`config.mk`:
```
export PLATFORM = sky130hd
export DESIGN_NAME = pack_writeback
export DESIGN_NICKNAME = d
export VERILOG_FILES = /design/src/rtl/pack_writeback.sv
export SDC_FILE = /design/constraint.sdc
export NUM_CORES = 1
export LEC_CHECK = 0
export BUFFER_PORTS_ARGS = -buffer_cell sky130_fd_sc_hd__buf_2
export CORE_UTILIZATION = 40
export DETAILED_ROUTE_END_ITERATION = 6
export PLACE_DENSITY = 0.69
export SLEW_MARGIN = 10
export SYNTH_ARGS = -nofsm -noshare
export SYNTH_HDL_FRONTEND = slang
export SYNTH_SLANG_ARGS = --single-unit
```
`constraint.sdc`:
```
create_clock -name clk -period 2.2 [get_ports clk]
set_input_delay 0.44 -clock clk [delete_from_list [all_inputs] [get_ports clk]]
set_output_delay 0.44 -clock clk [all_outputs]
set_load 0.05 [all_outputs]
```
`src/rtl/pack_writeback.sv`:
```
// Packs one pixel bit per result-RAM byte into 16-bit words and writes them to the output memory.
// Build option PACK_THRESH_EN: any nonzero byte packs as 1; otherwise only the byte LSB is used.
module pack_writeback #(
   parameter int NUM_WORDS = 1024
) (
   input  logic        clk,
   input  logic        rstn,
   input  logic        start,
   output logic        res_rd,
   output logic [13:0] res_addr,
   input  logic [7:0]  res_di,
   output logic        out_wr,
   output logic [9:0]  out_addr,
   output logic [15:0] out_do,
   output logic        pack_done
);

   typedef enum logic [2:0] {IDLE, RD, LAST, WR, DONE} state_t;

   localparam logic [9:0] LAST_WORD = 10'(NUM_WORDS - 1);

   state_t      r_state;
   logic [9:0]  r_word_cnt;
   logic [3:0]  r_bit_cnt;
   logic [15:0] r_shreg;
   logic        r_res_rd;
   logic [13:0] r_res_addr;
   logic        r_out_wr;
   logic [9:0]  r_out_addr;
   logic [15:0] r_out_do;
   logic        r_pack_done;

   logic        w_pix;
   logic [15:0] w_shreg_nxt;

`ifdef PACK_THRESH_EN
   assign w_pix = (res_di != 8'd0);
`else
   logic w_unused_di;
   assign w_unused_di = &{1'b0, res_di[7:1]};
   assign w_pix       = res_di[0];
`endif

   // First pixel of a word is shifted in first, so it ends up in bit 15.
   assign w_shreg_nxt = {r_shreg[14:0], w_pix};

   always_ff @(posedge clk or negedge rstn) begin
      if (!rstn) begin
         r_state     <= IDLE;
         r_word_cnt  <= '0;
         r_bit_cnt   <= '0;
         r_shreg     <= '0;
         r_res_rd    <= 1'b0;
         r_res_addr  <= '0;
         r_out_wr    <= 1'b0;
         r_out_addr  <= '0;
         r_out_do    <= '0;
         r_pack_done <= 1'b0;
      end else begin
         case (r_state)
            IDLE, DONE: begin
               if (start) begin
                  r_state     <= RD;
                  r_word_cnt  <= '0;
                  r_bit_cnt   <= '0;
                  r_shreg     <= '0;
                  r_res_rd    <= 1'b1;
                  r_res_addr  <= '0;
                  r_pack_done <= 1'b0;
               end
            end
            RD: begin
               // Read data lags the address by one cycle, so bit 0 has nothing to capture yet.
               if (r_bit_cnt != 4'd0) begin
                  r_shreg <= w_shreg_nxt;
               end
               if (r_bit_cnt == 4'd15) begin
                  r_state  <= LAST;
                  r_res_rd <= 1'b0;
               end else begin
                  r_bit_cnt  <= r_bit_cnt + 4'd1;
                  r_res_addr <= {r_word_cnt, r_bit_cnt + 4'd1};
               end
            end
            LAST: begin
               r_shreg    <= w_shreg_nxt;
               r_out_wr   <= 1'b1;
               r_out_addr <= r_word_cnt;
               r_out_do   <= w_shreg_nxt;
               r_state    <= WR;
            end
            WR: begin
               r_out_wr <= 1'b0;
               if (r_word_cnt == LAST_WORD) begin
                  r_state     <= DONE;
                  r_pack_done <= 1'b1;
               end else begin
                  r_state    <= RD;
                  r_word_cnt <= r_word_cnt + 10'd1;
                  r_bit_cnt  <= '0;
                  r_shreg    <= '0;
                  r_res_rd   <= 1'b1;
                  r_res_addr <= {r_word_cnt + 10'd1, 4'd0};
               end
            end
            default: r_state <= IDLE;
         endcase
      end
   end

   assign res_rd    = r_res_rd;
   assign res_addr  = r_res_addr;
   assign out_wr    = r_out_wr;
   assign out_addr  = r_out_addr;
   assign out_do    = r_out_do;
   assign pack_done = r_pack_done;

endmodule

```
==> results.ini, run 1 <==
[min_path]
hp-class = in -> async

[timing]
timing.final.max_slew_violations = 0
final_hold_viol_count = 0
tns_ns = 0
max_clock_freq_ghz = 0.480
period_minus_slack_ns = 2.08
timing.hold.ws_ns = 0.0309
fin_worst_skew_ns = 0.00844
max-slew-margin-rel_pct = 68.3
final_critical_path_setup_slack_ns = 0.117
rsz0062_at_grt = false
period_share_pct = 94.7
setup_viol_count_final = 0
tightestPinTransition_ns = 0.476

[place]
placement.io_buffers = 46
dp.final_hpwl_um = 4960
gp_congestion = 0.796
detailedPlace.worstSlack_ns = 0.135

[synth]
synth.avg_cell_area_um2 = 11.4
synth_top_flop_cell = sky130_fd_sc_hd__dfrtp_1
ys_async_sr_fraction_pct = 100
synth_cell_type_count = 52
yosys_register_bits = 75
synthesized_instance_count = 310
seq_area_frac_synth_pct = 53.1
synth_edf_count = 0
synth.net_count = 324
yosys_warning_total = 0
mappedNetlistArea_mm2 = 0.00353

[floorplan]
floorplan.die.width_um = 96.0
fp.dieArea_mm2 = 0.00921
chipHeight_um = 96.0
fp-row-count = 33
floorplan.io_pins = 54
design.core.area_mm2 = 0.00838
starting_density_of_the_core_pct = 42.2

[clock_network]
cts_buffers = 9
ctsHoldBuffers = 0
cts_setup_buffers = 0
clk_path_buf_depth = 2
clock_root_buffer = sky130_fd_sc_hd__clkbuf_8
cts_tree = built
cts_repair_resize_count = 0
clkLatencyLatePin_ns = 0.35
cts_htree_levels = 3
clkTransAtPathRegs_ns = 0.07
cts_sinks = 75

[grt]
globalRouteTotalUtil_pct = 17.3
maximum_number_of_pins_on_one_net_before_global_route_repair = 44
grt_antenna_before_repair = 0
grt-ovfl-total = 0
gr-usage-met3_pct = 6.64
gr-max-usage-layer = met2
use_met1_pct = 21.1
grt_pass1_vias = 2493
grt_util_met2_pct = 28.4
grt_first_pass_wirelength_um = 11900

[critical_path]
r2r_setup_slk_ns = 0.12
cp-startpoint = r_word_cnt[0]$_DFFE_PN0P_
critPathTopFamily = simple AND/OR/NAND/NOR gates
crit_fanout = 8
endpoint_kind = register
critical_path.startpoint_type = register
reg2reg_depth = 5
criticalPathCategory = reg -> reg
slowest_delay_ns = 0.44
timing.critical_path.cells = ha_1 > and4_4 > and4_4 > o21a_1 > mux2_2
critPathBufInv = 0
critical_path_required_ns = 2.43
reg2reg_from = r_word_cnt[0]$_DFFE_PN0P_
timing.rr.end = res_addr[8]$_DFFE_PN0P_
critPathSlowestCell = sky130_fd_sc_hd__dfrtp_1
cp_common_cell = sky130_fd_sc_hd__and4_4
critical_path_arrival_ns = 2.32

[drt]
vias = 2466
post_drt_wl_per_cell_um = 14.8
drtAntennaViolNets = 0
first_iter_violations = 165
total_detailed_routing_wirelength_um = 7090
vias_per_cell = 5.16
detail_route.drc_violations = 0
detailed_routing_iterations_pass_1 = 4

[pwr]
power_per_cell_area_mw_per_mm2 = 1320
power.leakage_nw = 2.03
power.total_mw = 5.46
vdd.ir_drop.worst_mv = 0.529

[layout]
area_growth_syn_to_layout_pct = 17.2
finalNetCount = 382
num_antenna_cells = 0
post-route-util_pct = 49.4
drive_above_1_share_pct = 33.8

[run_status]
result_of_the_run = finished clean

[job]
maxCapViolCount = 0

==> worst register-to-register path, stage by stage, from the launching register on <==
cell	delay, ns
sky130_fd_sc_hd__dfrtp_1	0.44
sky130_fd_sc_hd__ha_1	0.20
sky130_fd_sc_hd__and4_4	0.28
sky130_fd_sc_hd__and4_4	0.29
sky130_fd_sc_hd__o21a_1	0.36
sky130_fd_sc_hd__mux2_2	0.39
==> how the worst max path moves through the flow <==
stage                                to  cells after the start  slack (ns)
2_1_floorplan  r_bit_cnt[2]$_DFFE_PN0P_                      9        0.23
3_3_place_gp    res_addr[5]$_DFFE_PN0P_                      5        0.18
3_5_place_dp    res_addr[8]$_DFFE_PN0P_                      5        0.14
4_1_cts         res_addr[8]$_DFFE_PN0P_                      5        0.12
5_1_grt         res_addr[4]$_DFFE_PN0P_                      5        0.02
6_report        res_addr[8]$_DFFE_PN0P_                      5        0.12
==> synth_stat cells (2+ instances only) <==
cell                       instances  area, µm²
sky130_fd_sc_hd__a21o_2            4       35.0
sky130_fd_sc_hd__a21oi_1           6       30.0
sky130_fd_sc_hd__a31oi_1          10       62.6
sky130_fd_sc_hd__a32o_1            2       20.0
sky130_fd_sc_hd__and2_1            3       18.8
sky130_fd_sc_hd__and3_1            2       12.5
sky130_fd_sc_hd__and4_4            2       22.5
sky130_fd_sc_hd__buf_2             7       35.0
sky130_fd_sc_hd__buf_4             2       15.0
sky130_fd_sc_hd__buf_6             4       45.0
sky130_fd_sc_hd__clkbuf_1          5       18.8
sky130_fd_sc_hd__dfrtp_1          75       1880
sky130_fd_sc_hd__ha_1              3       37.5
sky130_fd_sc_hd__inv_1            23       86.3
sky130_fd_sc_hd__mux2_2           32        360
sky130_fd_sc_hd__mux2i_1          15        150
sky130_fd_sc_hd__nand2_1          26       97.6
sky130_fd_sc_hd__nand2b_1          4       25.0
sky130_fd_sc_hd__nand3_1           8       40.0
sky130_fd_sc_hd__nand4_1           4       25.0
sky130_fd_sc_hd__nor2_1           10       37.5
sky130_fd_sc_hd__nor2b_1           3       18.8
sky130_fd_sc_hd__nor3_1            4       20.0
sky130_fd_sc_hd__o211ai_1          7       52.6
sky130_fd_sc_hd__o21ai_0          11       55.1
sky130_fd_sc_hd__o21bai_1          2       15.0
sky130_fd_sc_hd__o31ai_1           3       22.5
sky130_fd_sc_hd__o31ai_4           2       42.5
sky130_fd_sc_hd__xnor2_1           6       52.6
sky130_fd_sc_hd__xor2_1            3       26.3
==> state kept, by name, indices dropped and copies added (netlist names) <==
register / flops
pack_done: 1
out_do: 16
res_rd: 1
r_shreg: 15
res_addr: 14
r_word_cnt: 10
r_state: 3
r_bit_cnt: 4
out_wr: 1
out_addr: 10
==> metal layers <==
layer	vias to the layer above	share of wire (%)
met2	57	48
met5	-	0
met1	1203	45
li1	1197	-
met4	0	1.0
met3	9	5.6
==> cells in the final DEF, fill, tap and decap left out, drive strengths merged, types with 6 or more instances in the layout <==
cell type / synthesis / layout
nand2: 26 / 26
dfrtp: 75 / 75
mux2i: 15 / 15
a31oi: 10 / 10
clkbuf: 6 / 14
nand3: 8 / 8
xnor2: 6 / 6
nor2: 10 / 10
o21ai: 12 / 12
o211ai: 7 / 7
a21oi: 6 / 6
buf: 15 / 68
inv: 23 / 23
mux2: 32 / 32
==> metrics by stage <==
stage               std cells  instance area, µm²
detailed placement        462                3960
finish                    478                4140
global placement          462                3960
CTS                       478                4140
floorplan                 310                3530
global route              478                4140
==> area by class of cell <==
class                      instances  area, µm²
sequential                        75       1880
multi-input combinational        191       1440
clock inverter                     2       35.0
tap                              105        131
inverter                          23       86.3
fill                             808       4240
timing repair buffer              68        423
clock buffer                      14        153
==> where the power goes <==
group | switching [mW] | leakage, nW | internal (mW)
Sequential | 0.299 | 1.01 | 1.79
Clock | 0.474 | 0.0947 | 0.556
Combinational | 1.51 | 0.930 | 0.827
==> logic make-up (layout without fill, tap and decap cells) <==
logic type               count (synthesis)  in the layout  share of synthesized area (%)
AO/OA/AOI/OAI                           56             56                           11.5
XOR/XNOR                                 9              9                           2.23
adder cells (fa/ha/maj)                  3              3                           1.06
buffers and inverters                   44            107                           6.34
flip-flops                              75             75                           53.1
multiplexers                            47             47                           14.4
AND/OR/NAND/NOR                         76             76                           11.3
Power figures use the tool's default switching activity.
==> run 2, diff against run 1 <==
Settings changed: ABC_AREA set to 1.
==> results.ini, run 2 <==
[run_status]
result_of_the_run = finished clean

[drt]
first_iter_violations = 162  ; -1.8%
vias_per_cell = 4.80  ; -7.0%
detail_route.drc_violations = 0  ; unchanged
total_detailed_routing_wirelength_um = 7030  ; -0.85%
post_drt_wl_per_cell_um = 12.5  ; -16%
vias = 2700  ; +9.5%
detailed_routing_iterations_pass_1 = 4  ; unchanged
drtAntennaViolNets = 0  ; unchanged

[clock_network]
cts_sinks = 75  ; unchanged
cts_htree_levels = 3  ; unchanged
cts_tree = built
clkTransAtPathRegs_ns = 0.08  ; about the same
cts_buffers = 9  ; unchanged
ctsHoldBuffers = 0  ; unchanged
cts_repair_resize_count = 0  ; unchanged
clk_path_buf_depth = 2  ; unchanged
clock_root_buffer = sky130_fd_sc_hd__clkbuf_8
cts_setup_buffers = 0  ; unchanged
clkLatencyLatePin_ns = 0.36  ; about the same

[synth]
yosysMostFrequentCell = sky130_fd_sc_hd__nand2_1
seq_area_frac_synth_pct = 54.7  ; +1.5 points
synth_cell_type_count = 29  ; -44%
yosys_register_bits = 75  ; unchanged
synthesized_instance_count = 406  ; +31%
yosys-top-cells-area = sky130_fd_sc_hd__dfrtp_1, sky130_fd_sc_hd__nand2_1, sky130_fd_sc_hd__o21ai_0
mappedNetlistArea_mm2 = 0.00343  ; -2.8%
synth.avg_cell_area_um2 = 8.46  ; -26%
yosys_warning_total = 0  ; unchanged
synth_top_flop_cell = sky130_fd_sc_hd__dfrtp_1
synth_top_cell_area_share_pct = 54.7  ; +1.5 points
synth.net_count = 420  ; +30%
synth_edf_count = 0  ; unchanged
cell_accounting_for_the_most_synthesized_area = sky130_fd_sc_hd__dfrtp_1
ys_async_sr_fraction_pct = 100  ; unchanged
yosys-top-cells-count = sky130_fd_sc_hd__nand2_1, sky130_fd_sc_hd__dfrtp_1, sky130_fd_sc_hd__o21ai_0

[critical_path]
endpoint_kind = register
reg2reg_depth = 7  ; +2
critical_path.startpoint_type = register
critical_path_arrival_ns = 2.03  ; -0.29 ns
criticalPathCategory = reg -> reg
crit_fanout = 13  ; +5
critical_path_required_ns = 2.42  ; about the same

[timing]
period_share_pct = 82.4  ; -12 points
setup_viol_count_final = 0  ; unchanged
rsz0062_at_grt = false
tightestPinTransition_ns = 0.521  ; +0.0451 ns
timing.hold.ws_ns = 0.0782  ; +0.0473 ns
timing.final.max_slew_violations = 0  ; unchanged
max_clock_freq_ghz = 0.552  ; +15%
period_minus_slack_ns = 1.81  ; -0.270 ns
tns_ns = 0  ; unchanged
final_hold_viol_count = 0  ; unchanged
max-slew-margin-rel_pct = 65.2  ; -3.0 points
final_critical_path_setup_slack_ns = 0.387  ; +0.270 ns
fin_worst_skew_ns = 0.0125  ; +0.00408 ns

[layout]
leading_cell_types_in_the_layout_fill_and_taps_excluded = sky130_fd_sc_hd__nand2_1, sky130_fd_sc_hd__dfrtp_1, sky130_fd_sc_hd__buf_2, sky130_fd_sc_hd__o21ai_0, sky130_fd_sc_hd__inv_1
mostFrequentLayoutCell = sky130_fd_sc_hd__nand2_1
layout.filler_cells = 840  ; +4.0%
num_antenna_cells = 0  ; unchanged
final-seq-area_mm2 = 0.00188  ; unchanged
drive_above_1_share_pct = 21.4  ; -12 points
finalNetCount = 468  ; +23%
multiInputGateArea_mm2 = 0.00132  ; -7.9%
area_growth_syn_to_layout_pct = 14.5
largest_register_ffs = 16  ; unchanged

[grt]
maximum_number_of_pins_on_one_net_before_global_route_repair = 76  ; +73%
grt_first_pass_wirelength_um = 11900  ; about the same
grt-ovfl-total = 0  ; unchanged
grt_pass1_vias = 2574  ; +3.2%
grt_antenna_before_repair = 0  ; unchanged
globalRouteTotalUtil_pct = 17.3  ; +0.048 points

[pwr]
vdd.ir_drop.worst_mv = 0.660  ; +25%
sequentialPowerShare_pct = 38.1  ; -0.2 points
combinationalPowerShare_pct = 41.7  ; -1.2 points
sw_pwr_mw = 2.14  ; -6.3%
share_clk_of_total_power_pct = 20.3  ; +1.4 points
power_per_cell_area_mw_per_mm2 = 1180  ; -11%
power.leakage_nw = 2.09  ; +2.7%
sw_frac_of_total_pct = 46.2  ; +4.4 points
cell_internal_pwr_mw = 2.49  ; -22%

[job]
maxCapViolCount = 0  ; unchanged

[floorplan]
floorplan.die.width_um = 94.6  ; -1.4%
floorplan.io_pins = 54  ; unchanged
design.core.area_mm2 = 0.00826  ; -1.5%
starting_density_of_the_core_pct = 41.6  ; -0.58 points
fp-row-count = 33  ; unchanged
fp.dieArea_mm2 = 0.00896  ; -2.8%
chipHeight_um = 94.6  ; -1.4%

[place]
detailedPlace.worstSlack_ns = 0.402  ; +0.267 ns
gp_congestion = 0.896  ; +13%
dp.final_hpwl_um = 4860  ; -2.1%
placement.io_buffers = 46  ; unchanged

[min_path]
hp-class = in -> async

-- run 2: cell types whose count changed in the layout (fill, tap and decap cells not counted), moves of 10 or more --
cell / before / now
sky130_fd_sc_hd__a31oi_1: 10 / 0
sky130_fd_sc_hd__nand2_2: 0 / 11
sky130_fd_sc_hd__buf_4: 21 / 3
sky130_fd_sc_hd__nand3_1: 8 / 22
sky130_fd_sc_hd__inv_1: 23 / 34
sky130_fd_sc_hd__nor2_1: 10 / 29
sky130_fd_sc_hd__nand2_1: 26 / 140
sky130_fd_sc_hd__o21ai_0: 11 / 45
sky130_fd_sc_hd__mux2i_1: 15 / 0
sky130_fd_sc_hd__mux2_2: 32 / 1
-- run 2: power by group through the flow --
| stage | Sequential (mW) | Combinational (mW) | Clock [mW] |
|---|---|---|---|
| final | 1.76 | 1.93 | 0.939 |
| after global routing | 1.80 | 2.13 | 0.999 |
| after CTS | 1.77 | 1.95 | 0.949 |
| after detailed placement | 1.79 | 1.94 | 0 |
| after global placement | 1.78 | 1.91 | 0 |
| after floorplan | 2.26 | 1.07 | 0 |
-- run 2: through the flow --
stage               area (µm²)  utilization, %  total power [mW]  cells
floorplan                 3430               -              3.33    406
global placement          3760            45.5              3.69    548
detailed placement        3760            45.5              3.74    548
CTS                       3930            47.6              4.67    563
global route              3930            47.6              4.92    563
finish                    3930            47.6              4.63    563
-- run 2: final timing paths --
kind,slack [ns],from,endpoint
worst min-delay path,0.08,rstn,res_addr[1]$_DFFE_PN0P_
worst min register to register,0.47,res_addr[11]$_DFFE_PN0P_,res_addr[11]$_DFFE_PN0P_
worst max register to register,0.39,r_word_cnt[0]$_DFFE_PN0P_,r_bit_cnt[1]$_DFFE_PN0P_
min in group clk,0.41,res_di[0],out_do[0]$_DFFE_PN0P_
max in group asynchronous,1.76,rstn,r_shreg[1]$_DFFE_PN0P_
worst max-delay path,0.39,r_word_cnt[0]$_DFFE_PN0P_,r_bit_cnt[1]$_DFFE_PN0P_
-- run 2: cell type report --
class	count	area share, %
Timing Repair Buffer	50	6.94
Tap cell	105	3.34
Clock inverter	4	0.700
Clock buffer	11	3.60
Sequential cell	75	47.8
Inverter	41	3.98
Multi-Input combinational cell	277	33.7
-- run 2: worst max-delay path, stage by stage, from the launching register on --
cell and delay, ns:
sky130_fd_sc_hd__dfrtp_1 0.41, sky130_fd_sc_hd__ha_1 0.22, sky130_fd_sc_hd__nand2_1 0.19, sky130_fd_sc_hd__nor2_4 0.09, sky130_fd_sc_hd__nand3_4 0.12, sky130_fd_sc_hd__nand2_4 0.08, sky130_fd_sc_hd__nor2_2 0.41, sky130_fd_sc_hd__o21ai_0 0.15
-- run 2: cell families after synthesis --
| kind of cell | count (synthesis) | synth area share [%] |
|---|---|---|
| mux | 1 | 0.328 |
| buf+inv | 54 | 6.78 |
| simple gates | 215 | 27.9 |
| compound gates | 57 | 8.97 |
| fa+ha+maj | 3 | 1.09 |
| flops | 75 | 54.7 |
| xor+xnor | 1 | 0.255 |
-- run 2: per-layer routing --
layer	share of wire (%)	routed length (µm)	GRT usage, %	up-vias
li1	-	-	-	1366
met1	48	3340	23.5	1253
met2	46	3200	25.7	70
met3	5.1	356	2.98	11
met4	1.8	126	10.7	0
met5	0	0	0	-
